[src/rtl/cnn_pkg.sv]
// rtl/cnn_pkg.sv - shared CNN core types, defaults and elaboration helpers
package cnn_pkg;

  localparam int DEFAULT_DATA_WIDTH = 16;

  typedef enum logic {
    ACCUM = 1'b0,
    OUT   = 1'b1
  } win_state_t;

  function automatic int clog2(input int value);
    int result;
    result = 0;
    while ((1 << result) < value) begin
      result = result + 1;
    end
    return result;
  endfunction

endpackage

[src/rtl/sum_3regs.sv]
// rtl/sum_3regs.sv - combinational unsigned three-operand row adder
module sum_3regs #(
  parameter int DATA_WIDTH = 16
) (
  input  logic [DATA_WIDTH-1:0] in_a,
  input  logic [DATA_WIDTH-1:0] in_b,
  input  logic [DATA_WIDTH-1:0] in_c,
  output logic [DATA_WIDTH+1:0] sum
);

  assign sum = {2'b00, in_a} + {2'b00, in_b} + {2'b00, in_c};

endmodule

[src/rtl/window_sum_ctrl.sv]
// rtl/window_sum_ctrl.sv - accumulates ROWS row sums into one window total
module window_sum_ctrl
  import cnn_pkg::*;
#(
  parameter int DATA_WIDTH = DEFAULT_DATA_WIDTH,
  parameter int ROWS       = 3,
  parameter int ACC_WIDTH  = DATA_WIDTH + 6,
  parameter int CNT_WIDTH  = 16
) (
  input  logic                  clk,
  input  logic                  rst,
  input  logic                  clear,
  input  logic                  in_valid,
  output logic                  in_ready,
  input  logic [DATA_WIDTH-1:0] in_p0,
  input  logic [DATA_WIDTH-1:0] in_p1,
  input  logic [DATA_WIDTH-1:0] in_p2,
  output logic                  out_valid,
  input  logic                  out_ready,
  output logic [ACC_WIDTH-1:0]  out_sum,
  output logic                  busy,
  output logic [CNT_WIDTH-1:0]  win_count
);

  localparam int RC_WIDTH = 4;
  localparam logic [RC_WIDTH-1:0] LAST_ROW = RC_WIDTH'(ROWS - 1);

  if (ACC_WIDTH < DATA_WIDTH + 2 + clog2(ROWS)) begin : g_acc_width_check
    $error("ACC_WIDTH too narrow for DATA_WIDTH and ROWS");
  end
  if (ROWS < 2 || ROWS > 15) begin : g_rows_check
    $error("ROWS must be within 2..15");
  end

  win_state_t            state_q, state_d;
  logic [RC_WIDTH-1:0]   row_cnt_q, row_cnt_d;
  logic [ACC_WIDTH-1:0]  acc_q, acc_d;
  logic [ACC_WIDTH-1:0]  out_sum_q, out_sum_d;
  logic                  out_valid_q, out_valid_d;
  logic [CNT_WIDTH-1:0]  win_count_q, win_count_d;
  logic [DATA_WIDTH+1:0] row_sum;
  logic [ACC_WIDTH-1:0]  row_sum_ext;
  logic                  accept;

  sum_3regs #(
    .DATA_WIDTH(DATA_WIDTH)
  ) u_row_adder (
    .in_a(in_p0),
    .in_b(in_p1),
    .in_c(in_p2),
    .sum (row_sum)
  );

  assign row_sum_ext = ACC_WIDTH'(row_sum);
  assign in_ready    = !clear && (state_q == ACCUM || out_ready);
  assign accept      = in_valid && in_ready;

  always_comb begin
    state_d     = state_q;
    row_cnt_d   = row_cnt_q;
    acc_d       = acc_q;
    out_sum_d   = out_sum_q;
    out_valid_d = out_valid_q;
    win_count_d = win_count_q;
    case (state_q)
      ACCUM: begin
        if (clear) begin
          acc_d     = '0;
          row_cnt_d = '0;
        end else if (accept) begin
          if (row_cnt_q == LAST_ROW) begin
            out_sum_d   = acc_q + row_sum_ext;
            out_valid_d = 1'b1;
            acc_d       = '0;
            row_cnt_d   = '0;
            state_d     = OUT;
          end else begin
            acc_d     = acc_q + row_sum_ext;
            row_cnt_d = row_cnt_q + RC_WIDTH'(1);
          end
        end
      end
      OUT: begin
        // Handoff cycle may also take row 0 of the next window.
        if (out_ready) begin
          out_valid_d = 1'b0;
          win_count_d = win_count_q + CNT_WIDTH'(1);
          state_d     = ACCUM;
          if (accept) begin
            acc_d     = row_sum_ext;
            row_cnt_d = RC_WIDTH'(1);
          end
        end
      end
      default: state_d = ACCUM;
    endcase
  end

  always_ff @(posedge clk) begin
    if (rst) begin
      state_q     <= ACCUM;
      row_cnt_q   <= '0;
      acc_q       <= '0;
      out_sum_q   <= '0;
      out_valid_q <= 1'b0;
      win_count_q <= '0;
    end else begin
      state_q     <= state_d;
      row_cnt_q   <= row_cnt_d;
      acc_q       <= acc_d;
      out_sum_q   <= out_sum_d;
      out_valid_q <= out_valid_d;
      win_count_q <= win_count_d;
    end
  end

  assign out_valid = out_valid_q;
  assign out_sum   = out_sum_q;
  assign busy      = (row_cnt_q != '0);
  assign win_count = win_count_q;

endmodule

[config.mk]
export PLATFORM = sky130hd
export DESIGN_NAME = window_sum_ctrl
export DESIGN_NICKNAME = d
export VERILOG_FILES = /design/src/rtl/cnn_pkg.sv /design/src/rtl/sum_3regs.sv /design/src/rtl/window_sum_ctrl.sv
export SDC_FILE = /design/constraint.sdc
export NUM_CORES = 1
export LEC_CHECK = 0
export CAP_MARGIN = 10
export CORE_ASPECT_RATIO = 1.25
export CORE_MARGIN = 5
export CORE_UTILIZATION = 45
export CTS_CLUSTER_DIAMETER = 30
export DETAILED_ROUTE_END_ITERATION = 16
export GPL_TIMING_DRIVEN = 1
export PLACE_DENSITY_LB_ADDON = 0.08
export SYNTH_ARGS = -nofsm -noshare
export SYNTH_HDL_FRONTEND = slang
export SYNTH_HIERARCHICAL = 1
export SYNTH_SLANG_ARGS = --single-unit
[constraint.sdc]
create_clock -name clk -period 7.49 [get_ports clk]
set_input_delay 2.247 -clock clk [delete_from_list [all_inputs] [get_ports clk]]
set_output_delay 2.247 -clock clk [all_outputs]
set_load 0.1 [all_outputs]
# == Word-level counts from Yosys, hierarchy flattened ==
# Cells that the tools add are included.
# totals
ff_bits,66
in_bits,53
out_inout_bits,41
wordCells,51
# op_classes
addsub,5
n_eq_ne,7
n_mux,22
n_bitwise,2
n_reduce_logical,9
# ops
cell,n
$mux W22,5
$pmux W22 S2,1
$add A22 B18 Y22,1
$mux W4,5
$add A18 B16 Y18,1
$add A16 B16 Y17,1
$add A16 B1 Y16 const B,1
$mux W1,8
$pmux W4 S2,1
$reduce_and A4 Y1,2
$ne A2 B2 Y1 const B,3
$add A4 B1 Y4 const B,1
$eq A4 B2 Y1 const B,1
$ne A2 B1 Y1 const B,2
$pmux W1 S2,2
$reduce_bool A4 Y1,1
$ne A3 B3 Y1 const B,1
$reduce_and A3 Y1,1
$logic_and A1 B1 Y1,2
$not A1 Y1,2
$reduce_and A2 Y1,1
$logic_not A1 Y1,1
$logic_or A1 B1 Y1,1

# == Longest topological paths before layout ==
# Gate-level depths: netlist (run 1).
# logic_depth
depth_word,7
depth_mapped,19
mapped_depth_nobuf,18

# == Modules after synthesis ==
# The synthesis (run 1) kept the hierarchy.
# by_module_without_submodules
module,instances,cells_per_inst,area_per_inst_um2,seq_area_each_um2
window_sum_ctrl,1,472,3821.2,1321.3
sum_3regs,1,128,1116.1,0.0

# == Worst setup path after synthesis (run 1) ==
# OpenSTA, ideal clock, no wires.
# synth_path
path_type,input port to flip-flop
start,input in_p0[1]
end,"register out_sum_q[20], in the netlist out_sum[20]"
setup_ps,86
arrival_ps,5993
required_ps,7404
path_slack_ps,1411
path_stages,17
n_path_buf,1
path_cell_list,fa_1 > ha_1 > fa_1 > a21oi_2 > o211ai_2 > a211oi_1 > a21oi_2 > mux2i_1 > o311ai_1 > ha_1 > and4_1 > clkbuf_1 > and3_1 > and2_1 > a221o_2 > xnor2_1 > a211oi_1
# synth_between
elab_chain_len,3
# synth_lines
element,line_no,rtl
from (decl),window_sum_ctrl.sv:15,"input logic [DATA_WIDTH-1:0] in_p0,"
$add A16 B16 Y17,sum_3regs.sv:11,"assign sum = {2'b00, in_a} + {2'b00, in_b} + {2'b00, in_c};"
$add A18 B16 Y18,sum_3regs.sv:11,
via row_sum[15],window_sum_ctrl.sv:41,logic [DATA_WIDTH+1:0] row_sum;
$add A22 B18 Y22,window_sum_ctrl.sv:72,out_sum_d = acc_q + row_sum_ext;
to (signal assigned),window_sum_ctrl.sv:111,out_sum_q <= out_sum_d;
to (decl),window_sum_ctrl.sv:38,"logic [ACC_WIDTH-1:0] out_sum_q, out_sum_d;"
# The timed path passes the listed nets, and every way through them passes these cells.
# A chain may end at the register's enable or synchronous reset.

# == Final worst setup path (run 1) ==
# layout_path
start,input in_p0[1]
end,"register out_sum_q[19], in the netlist out_sum[19]"
# The elaborated chain is that of the path after synthesis.

==> flow_metrics.py, run 1 <==
metrics = {
    "logic_synthesis": {
        "seq_area_frac_synth_pct": 26.8,
        "yosys_warnings": 6,
        "synth_nets": 708,
        "synth.avg_cell_area_um2": 8.23,
        "synth-main-ff-cell": "dfxtp_1",
        "ys_types": 70,
        "async_reset_ff_share_pct": 0,
        "ys_ff_latch": 66,
        "synth_area_um2": 4940,
        "synth_edf_count": 0,
        "syn_inst": 600,
    },
    "sta": {
        "hold_viol_final": 0,
        "fmax_ghz": 0.153,
        "finalSetupViolCount": 0,
        "max_slew_margin_pct": 25.8,
        "rsz0062_at_grt": "false",
        "layout_setup_ws_ps": 946,
        "skew_ps": 3.71,
        "post-route-period-util_pct": 87.4,
        "tightest_slew_ps": 1110,
        "fin_setup_tns_ps": 0,
        "finalCriticalPeriod_ps": 6540,
        "finalMaxSlewViolations": 0,
    },
    "clocking": {
        "ctsHtreeMaxLevel": 3,
        "clockBufferDepth": 2,
        "numCtsBuffers": 9,
        "cts.repair.resized": 0,
        "cts_root_buf": "clkbuf_16",
        "clock_sinks": 66,
        "ctsHoldBuffers": 0,
        "clock_latency_ps": 340,
        "path_clk_slew_ps": 50,
        "cts_setup_buffers": 0,
        "cts_tree": "yes",
    },
    "placed_design": {
        "post-place-cells": 802,
        "portBuffers": 93,
        "gp_congestion": 0.904,
        "dp_hpwl_mm": 9.57,
        "dp_slack_ps": 597,
        "dpl_cell_area_um2": 5950,
    },
    "final_layout": {
        "final_cells": 818,
        "final_area_um2": 6270,
        "layout_commonest_cell": "clkdlybuf4s50_1",
        "n_fill_cell": 957,
        "num_antenna_cells": 0,
        "regArea_um2": 1320,
        "fin_nets": 789,
        "area_growth_syn_to_layout_pct": 27.0,
        "layout-drive-gt1-share_pct": 6.12,
        "multi_input_area_um2": 3410,
        "final_cell_mix": "clkdlybuf4s50_1 (91), dfxtp_1 (66), nand2_1 (61), nor2_1 (55), a21oi_1 (53)",
    },
    "power_and_ir_drop": {
        "p_clk_share_pct": 29.3,
        "switchingPower_uw": 591,
        "p_comb_share_pct": 45.9,
        "power.leakage_uw": 0.00246,
        "switching_share_pct": 38.3,
        "internal-power_uw": 952,
        "irDropWorstVdd_mv": 0.105,
        "power_per_cell_area_nw_per_um2": 246,
        "power_frac_seq_pct": 24.8,
    },
    "worst_setup_path": {
        "endpoint_kind": "register",
        "worstReg2RegEnd": "acc_q[14]",
        "slowest_stage": "fa_1",
        "reg2regPathDepth": 8,
        "startpoint_type": "input port",
        "cp.required_ps": 7770,
        "r2r_slack_ps": 4830,
        "crit_fanout": 9,
        "crit_arrival_ps": 6820,
        "max_stage_delay_ps": 480,
        "crit_chain": "clkdlybuf4s50_1 -> fa_1 -> ha_1 -> fa_1 -> a21oi_2 -> o211ai_2 -> a211oi_1 -> a21oi_2 -> mux2i_1 -> o311ai_1 -> ha_1 -> and4_1 -> and3_1 -> o211ai_1 -> a2111oi_0 -> a311o_1",
        "crit_type": "in2reg",
        "reg2reg_from": "acc_q[0]",
    },
    "run": {
        "maxCapViolCount": 0,
    },
    "detailed_routing": {
        "routed_wirelength_mm": 12.9,
        "first_pass_iters": 5,
        "vias": 4767,
        "postRouteAntennaNets": 0,
        "drtIter0Drc": 343,
        "wl_per_cell_um": 15.8,
        "drc": 0,
        "post_drt_via_cell_ratio": 5.83,
    },
    "global_routing": {
        "antenna_found_initial": 0,
        "grt_first_pass_wirelength_mm": 21.3,
        "grt_pass1_vias": 4693,
        "grt_usage_pct": 19.1,
        "grt_start_max_net_pins": 60,
        "grt-ovfl-total": 0,
    },
    "floorplanning": {
        "coreArea_um2": 10700,
        "fp.dieArea_um2": 13200,
        "dieHeight_um": 127,
        "start_util_pct": 46.3,
        "io_pins": 94,
        "die_w_um": 104,
        "fp-row-count": 42,
    },
    "min_path": {
        "whs_endpoint": "out_sum[10]",
        "hold_start": "out_sum[10]",
        "holdPathStages": 2,
        "hold_class": "reg2reg",
    },
    "status": {
        "status": "finished clean",
    },
}
[logic make-up after synthesis]
group / Yosys count / synth area share, %
mux: 3 / 0.608
simple gates: 215 / 21.0
fa+ha+maj: 55 / 16.7
compound gates: 174 / 24.6
flops: 66 / 26.8
buf+inv: 52 / 4.18
xor+xnor: 35 / 6.21
[final cells by class]
class	count	area share, %
multi-input cells	482	54.4
well taps	132	2.63
inverters	25	1.50
repair buffers	97	15.2
clock buffers	13	4.47
flip-flops and latches	66	21.1
clock inverters	3	0.718
[registers in the layout, indices dropped and copies added, names as in the netlist]
signal	flops
out_sum	22
out_valid	1
state_q	1
acc_q	22
row_cnt_q	4
win_count	16
[metal layers]
layer | routed length (µm) | up-vias | track usage (%) | share of wire [%]
met1 | 5620 | 2246 | 23.1 | 44
met5 | 0 | - | 0 | 0
li1 | - | 2362 | - | -
met2 | 6320 | 144 | 33.9 | 49
met3 | 740 | 15 | 4.29 | 5.7
met4 | 197 | 0 | 5.87 | 1.5
[critical path: cells and delay by family]
| kind | cells | cell delay [ps] |
|---|---|---|
| AOI/OAI and AO/OA | 8 | 1750 |
| adders and majority gates | 4 | 1560 |
| and+or+nand+nor | 2 | 670 |
| buffers and inverters | 1 | 430 |
| muxes | 1 | 160 |
[metrics by stage]
step	total power [µW]	utilization (%)	hold slack, ps
global route	1650	58.8	474
CTS	1540	58.8	455
floorplan	933	-	451
detailed placement	1080	55.7	447
global placement	1080	55.7	444
finish	1540	58.8	456
[cells in the mapped netlist, types with 4 or more instances]
cell type	count	area, µm²
fa_1	18	360
or3_1	8	50.1
nand3_1	26	130
o211ai_1	7	52.6
nand2b_1	4	25.0
buf_2	5	25.0
a21o_1	10	75.1
dfxtp_1	66	1320
inv_1	25	93.8
o21a_1	4	30.0
o21ai_0	29	145
clkbuf_1	17	63.8
nor3_1	11	55.1
o2111ai_1	4	35.0
xor2_1	18	158
a21oi_2	4	35.0
and2_1	5	31.3
a211o_1	5	43.8
a211oi_1	11	82.6
xnor2_1	17	149
a222oi_1	8	80.1
nand4_1	10	62.6
nor2_1	56	210
nand2_1	61	229
a21oi_1	53	265
a31oi_1	4	25.0
ha_1	37	463
and3_1	12	75.1
[how the worst max path moves through the flow]
stage,start,end,slack [ps],cells past startpoint
after floorplan,in_p0[1],out_sum[20],1410,17
after global placement,in_p0[1],out_sum[20],790,17
after detailed placement,in_p0[1],out_sum[19],600,16
after CTS,in_p0[1],out_sum[19],950,16
after global routing,in_p0[1],out_sum[19],630,16
final,in_p0[1],out_sum[19],950,16
[power groups by stage]
stage | Clock, µW | Sequential [µW] | Combinational (µW)
floorplan | 0 | 394 | 539
global placement | 0 | 389 | 687
detailed placement | 0 | 389 | 694
CTS | 460 | 382 | 700
global route | 480 | 384 | 786
finish | 453 | 382 | 708
Note: power is estimated with default switching activity, not from simulation.
==> run 2: changes to the inputs <==
Settings changed: SLEW_MARGIN set to 20.
==> results of run 2 <==
Same layout as run 1: the final DEF is identical, and so are final timing and power.
==> run 3: changes to the inputs <==
Settings changed: CAP_MARGIN 10 to 20.
==> results of run 3 <==
Same layout as run 1: the final DEF is identical, and so are final timing and power.
==> edit 1, RTL diff (settings of run 3) <==
`out_sum_q` no longer has a reset.
--- a/src/rtl/window_sum_ctrl.sv
+++ b/src/rtl/window_sum_ctrl.sv
@@ -102,5 +102,4 @@
       row_cnt_q   <= '0;
       acc_q       <= '0;
-      out_sum_q   <= '0;
       out_valid_q <= 1'b0;
       win_count_q <= '0;
@@ -109,8 +108,11 @@
       row_cnt_q   <= row_cnt_d;
       acc_q       <= acc_d;
-      out_sum_q   <= out_sum_d;
       out_valid_q <= out_valid_d;
       win_count_q <= win_count_d;
     end
+  end
+
+  always_ff @(posedge clk) begin
+    out_sum_q <= out_sum_d;
   end
 
Formal check against the unedited RTL: differs if rst is asserted again (counterexample within 4 cycles, from zero or initial values and one cycle with rst high); with rst held inactive, the same outputs for 4 cycles.
==> edit 1 against run 3 <==
Area after synthesis decreased by 3.6%; wire length decreased by 6.0%; count of clock-buffer cells in the layout decreased by 3; via count decreased by 11%; non-clock buffer count decreased by 2; design area decreased by 3.0%; sequential cell count unchanged; combinational power decreased by 5.8%; hold slack got worse by 0.0015 ns; setup slack improved by 0.16 ns; clock power decreased by 6.8%; die area decreased by 3.3%; total power decreased by 2.2%.
==> edit 1: results (changes against run 3) <==
- Post-CTS Setup Repair Bufs: 0 (unchanged)
- Syn avg cell area: 9.05 um^2 (+9.9%)
- Final Hold Fails: 0 (unchanged)
- Post-synthesis async set-or-reset flop share: 0% (unchanged)
- DR pass1 iterations: 5 (unchanged)
- EDFF count, synth: 22 (+22)
- Peak supply drop: 148 uV (+41%)
- Post-cts gate resize count: 0 (unchanged)
- # diodes: 0 (unchanged)
- Layout Nets: 720 (-8.7%)
- CP max FO: 7 (-2)
- GPL Wtd Cong: 0.837 (-7.5%)
- Commonest cells post-synth: 60 x nor2_1, 44 x dfxtp_1, 40 x a21oi_1, 37 x ha_1, 37 x nand2_1
- Synth cell types: 62 (-11%)
- Hpwl dp: 9290 um (-2.9%)
- Largest net degree at the start of global routing: 48 (-20%)
- Root Buffer: clkbuf_16
- Post-Syn Nets: 634 (-10%)
- CTS Buf Count: 9 (unchanged)
- Static Leak: 2.39 nW (-2.5%)
- CTS clk-pin slew, worst paths: 0.06 ns
- DRT Wirelength: 12100 um (-6.0%)
- Share of cells above drive strength 1: 6.16% (+0.036 points)
- Vias in the first global route: 4142 (-12%)
- Hold WC Path Type: reg -> reg
- Via total after detailed routing: 4230 (-11%)
- Top cells by area, synth: dfxtp_1 19%, edfxtp_1 14%, ha_1 9.7%
- Fin Clk Skew: 0.0110 ns (+0.00731 ns)
- Worst slew margin: 33.6% (+7.9 points)
- Worst R2R Setup Slack: 4.90 ns (+0.07 ns)
- Register area share after synthesis: 32.4% (+5.6 points)
- Placed Cells: 733 (-8.6%)
- Yosys warning total: 6 (unchanged)
- Outcome: completed
- Initial drt markers: 166 (-52%)
- WP data arrival: 6.59 ns (-0.23 ns)
- Clock Latency Late Sink: 0.34 ns (about the same)
- Global-route wire length before repair: 19500 um (-8.3%)
- Clock Tree Buf Depth: 2 (unchanged)
- Initial antenna violation count: 0 (unchanged)
- Switching share of power: 37.7% (-0.59 points)
- Gr usage total: 19.1% (-0.066 points)
- # port buffers: 93 (unchanged)
- Vias per cell: 5.65 (-3.1%)
- H-tree levels: 3 (unchanged)
-- edit 1: changes by cell type after synthesis, sizes merged, moves of 4 or more --
cell	change
a21oi	-10
xor2	+4
nor2	+4
o21ai	-4
edfxtp	+22
nand3	-8
and3	-5
nand2	-24
a211oi	-5
clkbuf	-6
dfxtp	-22
-- edit 1: final cells by class --
class / count / area (um^2)
timing repair buffer: 95 / 943
tap: 132 / 165
fill: 978 / 4370
multi-input combinational: 413 / 3030
sequential: 66 / 1540
clock inverter: 6 / 63.8
clock buffer: 10 / 239
inverter: 27 / 101
-- edit 1: worst max-delay path, stage by stage --
cell	delay, ns
clkdlybuf4s50_1	0.43
fa_1	0.48
ha_1	0.24
fa_1	0.42
a21oi_2	0.22
o211ai_2	0.16
a211oi_2	0.27
o21bai_1	0.08
a21oi_1	0.17
xnor2_1	0.11
ha_1	0.44
o21ai_1	0.13
o21ai_0	0.23
o22ai_2	0.18
nand3b_1	0.20
a31oi_1	0.29
mux2i_1	0.22
a21oi_1	0.07
-- edit 1: power by group through the flow --
stage | clock, mW | sequential, mW | combinational (mW)
2_1_floorplan | 0 | 0.428 | 0.499
3_3_place_gp | 0 | 0.427 | 0.660
3_5_place_dp | 0 | 0.428 | 0.661
4_1_cts | 0.430 | 0.421 | 0.667
5_1_grt | 0.450 | 0.422 | 0.737
6_report | 0.422 | 0.421 | 0.667
-- edit 1: cell families after synthesis --
| group | Yosys count | synth area share, % |
|---|---|---|
| AND/OR/NAND/NOR | 168 | 16.9 |
| AO/OA/AOI/OAI | 145 | 21.1 |
| flip-flops | 66 | 32.4 |
| adder cells (fa/ha/maj) | 55 | 17.3 |
| buffers and inverters | 47 | 3.97 |
| XOR/XNOR | 41 | 7.55 |
| multiplexers | 4 | 0.841 |
-- edit 1: final timing paths --
check,cells past startpoint,endpoint,start
setup / recovery,18,acc_q[20],in_p0[1]
hold / removal,2,out_valid,out_valid
setup reg to reg,9,acc_q[16],acc_q[0]
hold reg to reg,2,out_valid,out_valid
-- edit 1: layer usage --
metal / global-route usage (%) / up-vias / routed length [um]
met3: 3.73 / 22 / 641
li1: - / 2093 / -
met4: 7.26 / 0 / 317
met2: 33.7 / 111 / 6250
met1: 22.3 / 2004 / 4900
met5: 0 / - / 0
-- edit 1: through the flow --
step                instance area (um^2)  hold WS (ns)  utilization [%]  setup WS [ns]  power (mW)
floorplan                           4760         0.451                -           1.42       0.927
global placement                    5780         0.447             55.3          0.853        1.09
detailed placement                  5780         0.450             55.3          0.763        1.09
CTS                                 6090         0.458             58.2           1.10        1.52
global route                        6090         0.485             58.2          0.872        1.61
finish                              6090         0.454             58.2           1.11        1.51
==> edit 2, RTL diff (config.mk and constraints of run 3) <==
Without the edit above. The package constant `DEFAULT_DATA_WIDTH` goes from 16 to 32.
--- a/src/rtl/cnn_pkg.sv
+++ b/src/rtl/cnn_pkg.sv
@@ -2,5 +2,5 @@
 package cnn_pkg;
 
-  localparam int DEFAULT_DATA_WIDTH = 16;
+  localparam int DEFAULT_DATA_WIDTH = 32;
 
   typedef enum logic {
Ports: changed (resized in_p0, in_p1, in_p2 and out_sum); port bits go from 94 to 158. No check against the original RTL was run, so the function may have changed too.
==> edit 2 against run 3 <==
Design area up 73%; area after synthesis up 78%; hold slack about the same; total power up 91%; sequential cell count up 32; fmax down 6.4%; setup slack worse by 0.45 ns; cell count up 82%; sequential power up 56%; core utilization down 2.7 points; wire length up 84%; count of clock-buffer cells in the layout down 3; combinational power rose to 2.6 times the old value; critical path type unchanged; critical endpoint is now acc_q[29].
==> edit 2: results (changes against run 3) <==
- Outcome: completed
- CP max FO: 6 (-3)
- Commonest cells post-synth: 125 x nand2_1, 106 x nor2_1, 104 x a21oi_1, 98 x dfxtp_1, 69 x ha_1
- DRT Wirelength: 23800 um (+84%)
- Clock Tree Buf Depth: 2 (unchanged)
- Layout Nets: 1421 (+80%)
- Slowest CP cell: fa_1
- Largest net degree at the start of global routing: 58 (-3.3%)
- Gr usage total: 21.0% (+1.9 points)
- DR pass1 iterations: 4 (-1)
- Global-route wire length before repair: 39900 um (+88%)
- Synth cell types: 82 (+17%)
- WP data arrival: 7.16 ns (+0.34 ns)
- Worst slew margin: 30.9% (+5.2 points)
- # diodes: 0 (unchanged)
- Yosys warning total: 6 (unchanged)
- Placed cell area: 10500 um^2 (+77%)
- DP Worst Slack: 0.150 ns (-0.447 ns)
- Post-synthesis mux area share: 0.243% (-0.37 points)
- Post-cts gate resize count: 0 (unchanged)
- Register area share after synthesis: 22.4% (-4.4 points)
- CTS clk-pin slew, worst paths: 0.07 ns (+0.02 ns)
- Hpwl dp: 18600 um (+94%)
- GPL Wtd Cong: 0.905 (about the same)
- Synth Area in Compound Gates: 28.5% (+3.9 points)
- CP delay by family, top: compound AO/OA/AOI/OAI gates
- Clock Latency Late Sink: 0.34 ns (about the same)
- Xor and xnor area share after synthesis: 5.79% (-0.42 points)
- Post-synthesis async set-or-reset flop share: 0% (unchanged)
- Root Buffer: clkbuf_16
- Top cells by area, synth: dfxtp_1 22%, ha_1 9.8%, fa_1 7.8%
- Peak supply drop: 152 uV (+45%)
- Hold WC Path Type: reg -> reg
- Crit path largest cell delay: 0.54 ns (+0.06 ns)
- # port buffers: 157 (+69%)
- Vias in the first global route: 8178 (+74%)
- Fin Clk Skew: 0.0105 ns (+0.00677 ns)
- CTS Buf Count: 9 (unchanged)
- Initial antenna violation count: 0 (unchanged)
- Vias per cell: 5.71 (-2.0%)
- Most frequent cell after synthesis: nand2_1
- Post-Syn Nets: 1293 (+83%)
- Static Leak: 4.21 nW (+71%)
- FILL cells: 1880 (+96%)
- H-tree levels: 3 (unchanged)
- Initial drt markers: 436 (+27%)
- Post-CTS Setup Repair Bufs: 0 (unchanged)
- Internal: 1.59 mW (+67%)
- Share of cells above drive strength 1: 6.39% (+0.27 points)
- Adder-cell area share of the yosys netlist: 17.6% (+0.93 points)
edit 2: final timing paths:
check                     end  slack [ns]        from  depth (start not counted)
setup / recovery    acc_q[29]        0.50    in_p0[2]                         17
hold / removal     out_sum[7]        0.46  out_sum[7]                          2
setup reg to reg  out_sum[24]        4.46    acc_q[0]                         10
hold reg to reg    out_sum[7]        0.46  out_sum[7]                          2
edit 2: layout make-up:
type | instances | area, um^2 | share of cell area (%)
multi-input cells | 906 | 6430 | 59.3
flip-flops and latches | 98 | 1960 | 18.1
repair buffers | 172 | 1680 | 15.5
well taps | 265 | 332 | 3.06
clock buffers | 10 | 239 | 2.20
inverters | 30 | 113 | 1.04
clock inverters | 5 | 85.1 | 0.785
edit 2: power groups by stage:
stage,Sequential (mW),Clock [mW],Combinational [mW]
after floorplan,0.625,0,1.35
after global placement,0.607,0,1.81
after detailed placement,0.608,0,1.81
after CTS,0.596,0.526,1.82
after global routing,0.602,0.547,2.02
final,0.597,0.514,1.83
edit 2: per-layer routing:
| metal | vias to the layer above | GRT usage (%) | routed length [um] |
|---|---|---|---|
| met5 | - | 0 | 0 |
| met4 | 0 | 5.40 | 433 |
| met2 | 203 | 35.3 | 11200 |
| met3 | 27 | 2.09 | 1090 |
| met1 | 3987 | 28.8 | 11000 |
| li1 | 4267 | - | - |
edit 2: worst reg2reg max path, stage by stage (launching register included):
cell and delay, ns:
dfxtp_1 0.32, ha_1 0.23, fa_1 0.42, a211oi_1 0.33, o21ai_2 0.14, o2111ai_2 0.29, a31o_4 0.26, a21oi_1 0.12
o41ai_2 0.42, xor2_1 0.18, a211oi_1 0.24
edit 2: kinds of logic after synthesis:
kind of cell,Yosys count
AO/OA/AOI/OAI,351
XOR/XNOR,58
adder cells (fa/ha/maj),103
buffers and inverters,85
flip-flops,98
multiplexers,2
AND/OR/NAND/NOR,392
edit 2: metrics by stage:
| step | util, % | total power, mW | instances |
|---|---|---|---|
| detailed placement | 54.4 | 2.42 | 1471 |
| finish | 56.1 | 2.94 | 1486 |
| global route | 56.1 | 3.17 | 1486 |
| floorplan | - | 1.98 | 1089 |
| global placement | 54.4 | 2.41 | 1471 |
| CTS | 56.1 | 2.94 | 1486 |
